[src/rtl/uart_reg_pkg.sv]
// Shared constants for the 16550-subset UART responder: register map, bit
// indices, IIR codes, serial FSM states and the parity helper.
package uart_reg_pkg;

  localparam logic [2:0] A_RBR_THR = 3'd0;
  localparam logic [2:0] A_IER     = 3'd1;
  localparam logic [2:0] A_IIR     = 3'd2;
  localparam logic [2:0] A_LCR     = 3'd3;
  localparam logic [2:0] A_MCR     = 3'd4;
  localparam logic [2:0] A_LSR     = 3'd5;
  localparam logic [2:0] A_SCR     = 3'd7;
  localparam logic [2:0] A_DLL     = 3'd0;
  localparam logic [2:0] A_DLM     = 3'd1;

  localparam int LSR_DR = 0, LSR_OE = 1, LSR_PE = 2, LSR_FE = 3, LSR_THRE = 5, LSR_TEMT = 6;
  localparam int IER_RDA = 0, IER_THRE = 1, IER_RLS = 2;
  localparam int LCR_STB = 2, LCR_PEN = 3, LCR_EPS = 4, LCR_STICK = 5, LCR_DLAB = 7;

  localparam logic [7:0] IIR_RLS  = 8'h06;
  localparam logic [7:0] IIR_RDA  = 8'h04;
  localparam logic [7:0] IIR_THRE = 8'h02;
  localparam logic [7:0] IIR_NONE = 8'h01;

  typedef enum logic [2:0] {TX_IDLE, TX_START, TX_DATA, TX_PARITY, TX_STOP} tx_state_e;
  typedef enum logic [2:0] {RX_IDLE, RX_START, RX_DATA, RX_PARITY, RX_STOP} rx_state_e;

  // Parity over the active word bits only; wl selects 5..8 data bits.
  function automatic logic par_bit(input logic [7:0] d, input logic [1:0] wl,
                                   input logic eps, input logic stick);
    logic [7:0] dm;
    dm = d & (8'hFF >> (2'd3 - wl));
    return stick ? ~eps : (eps ? ^dm : ~^dm);
  endfunction

endpackage

[src/rtl/uart_baud_gen.sv]
// 16x oversampling tick: one pulse every max(divisor,1) clocks, restartable.
module uart_baud_gen (
  input  logic        clk_i,
  input  logic        rst_i,
  input  logic [15:0] div_i,
  input  logic        restart_i,
  output logic        tick_o
);
  logic [15:0] cnt_q, per;

  assign per    = (div_i == 16'd0) ? 16'd1 : div_i;
  assign tick_o = (cnt_q == per - 16'd1);

  always_ff @(posedge clk_i) begin
    if (rst_i || restart_i || tick_o) cnt_q <= '0;
    else                              cnt_q <= cnt_q + 16'd1;
  end
endmodule

[src/rtl/uart_reg_responder.sv]
// Register-mapped 16550-subset UART device end: register file, TX and RX.
// Optional internal loopback (MCR[4]) when UART_LOOPBACK_EN is defined.
module uart_reg_responder
  import uart_reg_pkg::*;
#(
  parameter int DIV_RESET = 27,
  parameter int DATA_W    = 8
) (
  input  logic              I_CLK,
  input  logic              I_RST,
  input  logic              I_TX_EN,
  input  logic [2:0]        I_WADDR,
  input  logic [DATA_W-1:0] I_WDATA,
  input  logic              I_RX_EN,
  input  logic [2:0]        I_RADDR,
  output logic [DATA_W-1:0] O_RDATA,
  input  logic              SIN,
  output logic              SOUT,
  output logic              INTR,
  output logic              RxRDYn,
  output logic              TxRDYn
);
  localparam logic [15:0] DIV_RST = 16'(DIV_RESET);

  logic [7:0] lcr_q, dll_q, dlm_q, thr_q, rbr_q, scr_q, rdata_q, rd_mux, lsr, iir;
  logic [4:0] mcr_q;
  logic [2:0] ier_q;
  logic       dr_q, oe_q, pe_q, fe_q, thre_q, thre_d, sout_q, tick, dlab, rx_src;
  logic       wr_thr, wr_dll, wr_dlm, rd_rbr, rd_lsr;

  assign dlab   = lcr_q[LCR_DLAB];
  assign wr_thr = I_TX_EN && I_WADDR == A_RBR_THR && !dlab;
  assign wr_dll = I_TX_EN && I_WADDR == A_DLL && dlab;
  assign wr_dlm = I_TX_EN && I_WADDR == A_DLM && dlab;
  assign rd_rbr = I_RX_EN && I_RADDR == A_RBR_THR && !dlab;
  assign rd_lsr = I_RX_EN && I_RADDR == A_LSR;

  uart_baud_gen u_baud (
    .clk_i(I_CLK), .rst_i(I_RST), .div_i({dlm_q, dll_q}),
    .restart_i(wr_dll || wr_dlm), .tick_o(tick)
  );

  // ---------------- transmitter ----------------
  tx_state_e  tx_st_q, tx_st_d;
  logic [3:0] tx_tc_q, tx_tc_d;
  logic [2:0] tx_bc_q, tx_bc_d;
  logic [7:0] tx_sh_q, tx_sh_d;
  logic [1:0] tx_wl_q, tx_wl_d;
  logic       tx_par_q, tx_par_d, tx_pen_q, tx_pen_d, tx_stb_q, tx_stb_d, tx_load, tx_line;

  always_comb begin
    tx_st_d = tx_st_q; tx_tc_d = tx_tc_q; tx_bc_d = tx_bc_q; tx_sh_d = tx_sh_q;
    tx_par_d = tx_par_q; tx_wl_d = tx_wl_q; tx_pen_d = tx_pen_q; tx_stb_d = tx_stb_q;
    tx_load = 1'b0;
    if (tx_st_q == TX_IDLE) begin
      if (!thre_q) begin
        tx_load  = 1'b1;
        tx_sh_d  = thr_q;
        tx_wl_d  = lcr_q[1:0];
        tx_pen_d = lcr_q[LCR_PEN];
        tx_stb_d = lcr_q[LCR_STB];
        tx_par_d = par_bit(thr_q, lcr_q[1:0], lcr_q[LCR_EPS], lcr_q[LCR_STICK]);
        tx_tc_d  = '0;
        tx_bc_d  = '0;
        tx_st_d  = TX_START;
      end
    end else if (tick) begin
      tx_tc_d = tx_tc_q + 4'd1;
      if (tx_tc_q == 4'd15) begin
        case (tx_st_q)
          TX_START: tx_st_d = TX_DATA;
          TX_DATA: begin
            tx_sh_d = tx_sh_q >> 1;
            tx_bc_d = tx_bc_q + 3'd1;
            if (tx_bc_q == {1'b1, tx_wl_q}) begin
              tx_st_d = tx_pen_q ? TX_PARITY : TX_STOP;
              tx_bc_d = '0;
            end
          end
          TX_PARITY: tx_st_d = TX_STOP;
          TX_STOP: if (tx_stb_q && tx_bc_q == 3'd0) tx_bc_d = 3'd1;
                   else tx_st_d = TX_IDLE;
          default: tx_st_d = TX_IDLE;
        endcase
      end
    end
  end

  always_comb begin
    case (tx_st_q)
      TX_START:  tx_line = 1'b0;
      TX_DATA:   tx_line = tx_sh_q[0];
      TX_PARITY: tx_line = tx_par_q;
      default:   tx_line = 1'b1;
    endcase
  end

  always_ff @(posedge I_CLK) begin
    if (I_RST) begin
      tx_st_q <= TX_IDLE; tx_tc_q <= '0; tx_bc_q <= '0; tx_sh_q <= '0; tx_par_q <= 1'b0;
      tx_wl_q <= '0; tx_pen_q <= 1'b0; tx_stb_q <= 1'b0; sout_q <= 1'b1;
    end else begin
      tx_st_q <= tx_st_d; tx_tc_q <= tx_tc_d; tx_bc_q <= tx_bc_d; tx_sh_q <= tx_sh_d;
      tx_par_q <= tx_par_d; tx_wl_q <= tx_wl_d; tx_pen_q <= tx_pen_d; tx_stb_q <= tx_stb_d;
      sout_q <= tx_line;
    end
  end

`ifdef UART_LOOPBACK_EN
  logic loop;
  assign loop   = mcr_q[4];
  assign rx_src = loop ? sout_q : SIN;
  assign SOUT   = loop ? 1'b1 : sout_q;
`else
  assign rx_src = SIN;
  assign SOUT   = sout_q;
`endif

  // ---------------- receiver ----------------
  rx_state_e  rx_st_q, rx_st_d;
  logic [3:0] rx_tc_q, rx_tc_d;
  logic [2:0] rx_bc_q, rx_bc_d;
  logic [7:0] rx_sh_q, rx_sh_d, rx_data;
  logic [1:0] rx_wl_q, rx_wl_d;
  logic       rx_par_q, rx_par_d, rx_pen_q, rx_pen_d, rx_eps_q, rx_eps_d, rx_stk_q, rx_stk_d;
  logic       sin_s1_q, sin_s2_q, rx_prev_q, rx_done, rx_perr;

  assign rx_data = rx_sh_q >> (2'd3 - rx_wl_q);
  assign rx_perr = rx_pen_q && (rx_par_q != par_bit(rx_data, rx_wl_q, rx_eps_q, rx_stk_q));

  // Tick count restarts on the falling edge; every decision is made at count 7 (mid-bit).
  always_comb begin
    rx_st_d = rx_st_q; rx_tc_d = rx_tc_q; rx_bc_d = rx_bc_q; rx_sh_d = rx_sh_q;
    rx_par_d = rx_par_q; rx_wl_d = rx_wl_q; rx_pen_d = rx_pen_q; rx_eps_d = rx_eps_q;
    rx_stk_d = rx_stk_q; rx_done = 1'b0;
    if (rx_st_q == RX_IDLE) begin
      if (rx_prev_q && !sin_s2_q) begin
        rx_st_d  = RX_START;
        rx_tc_d  = '0;
        rx_wl_d  = lcr_q[1:0];
        rx_pen_d = lcr_q[LCR_PEN];
        rx_eps_d = lcr_q[LCR_EPS];
        rx_stk_d = lcr_q[LCR_STICK];
      end
    end else if (tick) begin
      rx_tc_d = rx_tc_q + 4'd1;
      if (rx_tc_q == 4'd7) begin
        case (rx_st_q)
          RX_START: begin
            rx_st_d = sin_s2_q ? RX_IDLE : RX_DATA;
            rx_bc_d = '0;
          end
          RX_DATA: begin
            rx_sh_d = {sin_s2_q, rx_sh_q[7:1]};
            rx_bc_d = rx_bc_q + 3'd1;
            if (rx_bc_q == {1'b1, rx_wl_q}) rx_st_d = rx_pen_q ? RX_PARITY : RX_STOP;
          end
          RX_PARITY: begin
            rx_par_d = sin_s2_q;
            rx_st_d  = RX_STOP;
          end
          RX_STOP: begin
            rx_done = 1'b1;
            rx_st_d = RX_IDLE;
          end
          default: rx_st_d = RX_IDLE;
        endcase
      end
    end
  end

  always_ff @(posedge I_CLK) begin
    if (I_RST) begin
      sin_s1_q <= 1'b1; sin_s2_q <= 1'b1; rx_prev_q <= 1'b1;
      rx_st_q <= RX_IDLE; rx_tc_q <= '0; rx_bc_q <= '0; rx_sh_q <= '0; rx_par_q <= 1'b0;
      rx_wl_q <= '0; rx_pen_q <= 1'b0; rx_eps_q <= 1'b0; rx_stk_q <= 1'b0;
    end else begin
      sin_s1_q <= rx_src; sin_s2_q <= sin_s1_q; rx_prev_q <= sin_s2_q;
      rx_st_q <= rx_st_d; rx_tc_q <= rx_tc_d; rx_bc_q <= rx_bc_d; rx_sh_q <= rx_sh_d;
      rx_par_q <= rx_par_d; rx_wl_q <= rx_wl_d; rx_pen_q <= rx_pen_d; rx_eps_q <= rx_eps_d;
      rx_stk_q <= rx_stk_d;
    end
  end

  // ---------------- register file ----------------
  always_comb begin
    thre_d = thre_q;
    if (tx_load) thre_d = 1'b1;
    if (wr_thr)  thre_d = 1'b0;
  end

  assign lsr = {1'b0, thre_q && tx_st_q == TX_IDLE, thre_q, 1'b0, fe_q, pe_q, oe_q, dr_q};

  always_comb begin
    if (ier_q[IER_RLS] && (oe_q || pe_q || fe_q)) iir = IIR_RLS;
    else if (ier_q[IER_RDA] && dr_q)              iir = IIR_RDA;
    else if (ier_q[IER_THRE] && thre_q)           iir = IIR_THRE;
    else                                          iir = IIR_NONE;
  end

  always_comb begin
    rd_mux = 8'h00;
    case (I_RADDR)
      A_RBR_THR: rd_mux = dlab ? dll_q : rbr_q;
      A_IER:     rd_mux = dlab ? dlm_q : {5'b0, ier_q};
      A_IIR:     rd_mux = iir;
      A_LCR:     rd_mux = lcr_q;
      A_MCR:     rd_mux = {3'b0, mcr_q};
      A_LSR:     rd_mux = lsr;
      A_SCR:     rd_mux = scr_q;
      default:   rd_mux = 8'h00;
    endcase
  end

  // Later assignments win: a completing character overrides same-cycle read clears.
  always_ff @(posedge I_CLK) begin
    if (I_RST) begin
      lcr_q <= '0; ier_q <= '0; mcr_q <= '0; scr_q <= '0; thr_q <= '0; rbr_q <= '0;
      dll_q <= DIV_RST[7:0]; dlm_q <= DIV_RST[15:8]; rdata_q <= '0;
      dr_q <= 1'b0; oe_q <= 1'b0; pe_q <= 1'b0; fe_q <= 1'b0; thre_q <= 1'b1;
    end else begin
      thre_q <= thre_d;
      if (I_RX_EN) rdata_q <= rd_mux;
      if (wr_thr) thr_q <= I_WDATA;
      if (wr_dll) dll_q <= I_WDATA;
      if (wr_dlm) dlm_q <= I_WDATA;
      if (I_TX_EN && I_WADDR == A_IER && !dlab) ier_q <= I_WDATA[2:0];
      if (I_TX_EN && I_WADDR == A_LCR) lcr_q <= I_WDATA;
      if (I_TX_EN && I_WADDR == A_MCR) mcr_q <= I_WDATA[4:0];
      if (I_TX_EN && I_WADDR == A_SCR) scr_q <= I_WDATA;
      if (rd_rbr) dr_q <= 1'b0;
      if (rd_lsr) begin
        oe_q <= 1'b0; pe_q <= 1'b0; fe_q <= 1'b0;
      end
      if (rx_done) begin
        rbr_q <= rx_data;
        dr_q  <= 1'b1;
        if (dr_q && !rd_rbr) oe_q <= 1'b1;
        if (rx_perr)   pe_q <= 1'b1;
        if (!sin_s2_q) fe_q <= 1'b1;
      end
    end
  end

  assign O_RDATA = rdata_q;
  assign INTR    = |(ier_q & {oe_q || pe_q || fe_q, thre_q, dr_q});
  assign RxRDYn  = ~dr_q;
  assign TxRDYn  = ~thre_q;
endmodule

[config.mk]
export PLATFORM = sky130hd
export DESIGN_NAME = uart_reg_responder
export DESIGN_NICKNAME = d
export VERILOG_FILES = /design/src/rtl/uart_reg_pkg.sv /design/src/rtl/uart_baud_gen.sv /design/src/rtl/uart_reg_responder.sv
export SDC_FILE = /design/constraint.sdc
export NUM_CORES = 1
export LEC_CHECK = 0
export ABC_AREA = 1
export CORE_UTILIZATION = 59
export CTS_BUF_LIST = sky130_fd_sc_hd__clkbuf_8
export CTS_CLUSTER_DIAMETER = 100
export DETAILED_ROUTE_END_ITERATION = 6
export DONT_BUFFER_PORTS = 1
export GPL_TIMING_DRIVEN = 1
export PLACE_DENSITY = 0.72
export SETUP_SLACK_MARGIN = 0.3
export SYNTH_ARGS = -nofsm -noshare
export SYNTH_HDL_FRONTEND = slang
export SYNTH_HIERARCHICAL = 1
export SYNTH_SLANG_ARGS = --single-unit
export TNS_END_PERCENT = 50
[constraint.sdc]
create_clock -name I_CLK -period 5.8 [get_ports I_CLK]
set_input_delay 0.29 -clock I_CLK [delete_from_list [all_inputs] [get_ports I_CLK]]
set_output_delay 0.29 -clock I_CLK [all_outputs]
set_load 0.02 [all_outputs]
==> impl_metrics.tcl <==
set metrics [dict create \
    setup_viol 0 \
    ys_seq_elements 136 \
    syn_nets 1077 \
    postSynthCellCount 1051 \
    p_comb_frac 0.070 \
    fin_area_um2 7740 \
    power.switching_uw 484 \
    worstMarginPinSlew_ps 813 \
    via_count 6704 \
    drv_cap 0 \
    placed_cells 1165 \
    grt_pass1_vias 5884 \
    htree_levels 4 \
    ys_types 53 \
    wl_um 18200 \
    design.die.area_um2 12700 \
    yosysSeqAreaShare 0.377 \
    clkLatencyLatePin_ps 460 \
    area_delta_synth_final_pct 7.29 \
    cp-start-kind "register" \
    outcome "finished clean" \
    hp-class "input port to register" \
    worstSetupEndpointType "register" \
    grt_use_total 0.299 \
    die_w_um 113 \
    path_max_fanout 14 \
    async_reset_ff_frac 0 \
    crit_type "register to register" \
    rsz0062_at_grt "no" \
    start_util 0.603 \
    drtPass1Iterations 6 \
    routabilityCongestion 0.967 \
    detail-route-antenna-nets 0 \
    final_nets 1075 \
    skew_ps 10.9 \
    core_area_um2 12000 \
    synthTopCellsByArea "dfxtp_1 (38%), nand2_1 (12%), a21oi_1 (6.5%), o21ai_0 (6.2%), inv_1 (6.1%)" \
    slew_viol_final 0 \
    drcViolationCount 0 \
    grt_max_degree 87 \
    io_pins 31 \
    final_cell_mix "nand2_1 (240), dfxtp_1 (136), inv_1 (118)" \
    grt_overflow 0 \
    arrival_ps 4550 \
    clock-sinks 136 \
    antenna_found_initial 1 \
    synth.cell_area_um2 7210 \
    intPower_uw 1360 \
    leakagePower_uw 0.00316 \
    p_sw_frac 0.262 \
    slew_headroom 0.457 \
    synthFlopType "dfxtp_1" \
    die_h_um 113 \
    rows 40 \
    synth_edf_count 0 \
    netlist.area_leader.share 0.377 \
    port_buffers 0 \
    seqPwrFrac 0.527 \
    cts_root_buffer "clkbuf_8" \
    max-vdd-ir-drop_uv 195 \
    required_ps 6170 \
    grt_pass1_wl_um 29400 \
    cts_tree "done" \
    wl_per_cell_um 15.0 \
    synth_area_per_cell_um2 6.86 \
    yosysTopAreaCell "dfxtp_1" \
    placedInstanceArea_um2 7230 \
    yosys_warnings 6 \
    numCtsBuffers 17 \
    setup-tns-final_ps 0 \
    hpwl_um 12700 \
    stdcell_count 1210 \
    hold_viol_final 0 \
    drtIter0Drc 623 \
    path_clk_slew_ps 80 \
    total_power_uw 1850 \
    power.density_nw_per_um2 239 \
    vias_per_cell 5.54 \
    post-route-period-util 0.720 \
    final_common_cell "nand2_1" \
    max_freq_mhz 239 \
    cts_buffer_depth 2 \
    layout-drive-gt1-share 0.0697 \
    clkPwrFrac 0.403 \
    fin_crit_ps 4180 \
]
==> worst paths after layout <==
kind                  from         end  slack (ps)  depth (start not counted)
setup / recovery  dll_q[4]  rx_bc_q[2]        1620                         20
hold reg to reg   sin_s1_q    sin_s2_q         430                          1
setup reg to reg  dll_q[4]  rx_bc_q[2]        1620                         20
hold / removal     I_RX_EN  O_RDATA[4]          30                          2
==> power by group through the flow <==
stage	Combinational (µW)	Sequential [µW]	Clock [µW]
2_1_floorplan	102	985	0
3_3_place_gp	110	994	0
3_5_place_dp	111	994	0
4_1_cts	128	972	756
5_1_grt	143	975	794
6_report	129	973	745
==> flip-flops by register name, indices dropped and copies added (netlist names), 2 cells and up <==
name	cells
tx_wl_q	2
dlm_q	8
dll_q	8
rx_tc_q	4
tx_sh_q	8
tx_st_q	3
rbr_q	8
tx_bc_q	3
lcr_q	8
O_RDATA	8
u_baud/cnt_q	16
tx_tc_q	4
scr_q	8
rx_st_q	3
rx_bc_q	3
rx_sh_q	8
thr_q	8
rx_wl_q	2
mcr_q	5
ier_q	3
==> stage by stage <==
| step | util | setup WS [ps] | hold WS, ps |
|---|---|---|---|
| finish | 0.647 | 1620 | 26.1 |
| global route | 0.647 | 1070 | 14.4 |
| CTS | 0.647 | 1620 | 2.52 |
| detailed placement | 0.604 | 1640 | 370 |
| global placement | 0.604 | 1780 | 367 |
| floorplan | - | 2770 | 389 |
==> repair_timing <==
item / 4_1_cts / 5_1_grt
buffers inserted: 0 / 0
hold buffers: 12 / 0
endpoints found under the setup margin: 0 / 0
resized for setup: 0 / 0
hold endpoints to repair: 55 / 0
==> synthesized netlist by cell type (7+ instances only) <==
master,instances
a21oi_1,94
a31oi_1,8
clkbuf_1,20
dfxtp_1,136
ha_1,7
inv_1,118
nand2_1,240
nand3_1,76
nand4_1,10
nor2_1,103
nor2_2,16
nor3_1,12
o21ai_0,90
xnor2_1,12
xor2_1,22
==> per-layer routing <==
layer,track usage,share of wire,vias to the layer above
li1,-,-,3450
met1,0.405,0.46,2973
met2,0.457,0.44,232
met3,0.0724,0.074,49
met4,0.122,0.031,0
met5,0,0,-
==> cells by family after synthesis <==
logic type | Yosys count | share of synthesized area
flip-flops | 136 | 0.377
adder cells (fa/ha/maj) | 7 | 0.0121
buffers and inverters | 158 | 0.0899
AND/OR/NAND/NOR | 480 | 0.292
multiplexers | 1 | 0.00156
AO/OA/AOI/OAI | 233 | 0.180
XOR/XNOR | 36 | 0.0467
==> critical path, stage by stage (launching register included) <==
cell      delay, ps
dfxtp_1         470
nor2_2          100
nand2_2         120
nor2_2           50
nand2_2         180
nand2_1         100
inv_1            70
ha_1            270
nand2_4         110
nor2_2          190
xor2_1          210
nor2_1           60
nor4_1          290
nand2_1         100
nor2_1          390
nand2_1         230
nor2_1          590
nor2_1          140
nor2_1          160
o22ai_1          80
a211oi_1        150
==> area by class of cell <==
type,instances,area [µm²]
repair buffers,14,145
fillers,1126,4220
diodes,1,2.50
multi-input cells,757,3840
inverters,123,464
flip-flops and latches,136,2720
clock buffers,20,275
well taps,147,184
clock inverters,12,103
Power figures use the tool's default switching activity.
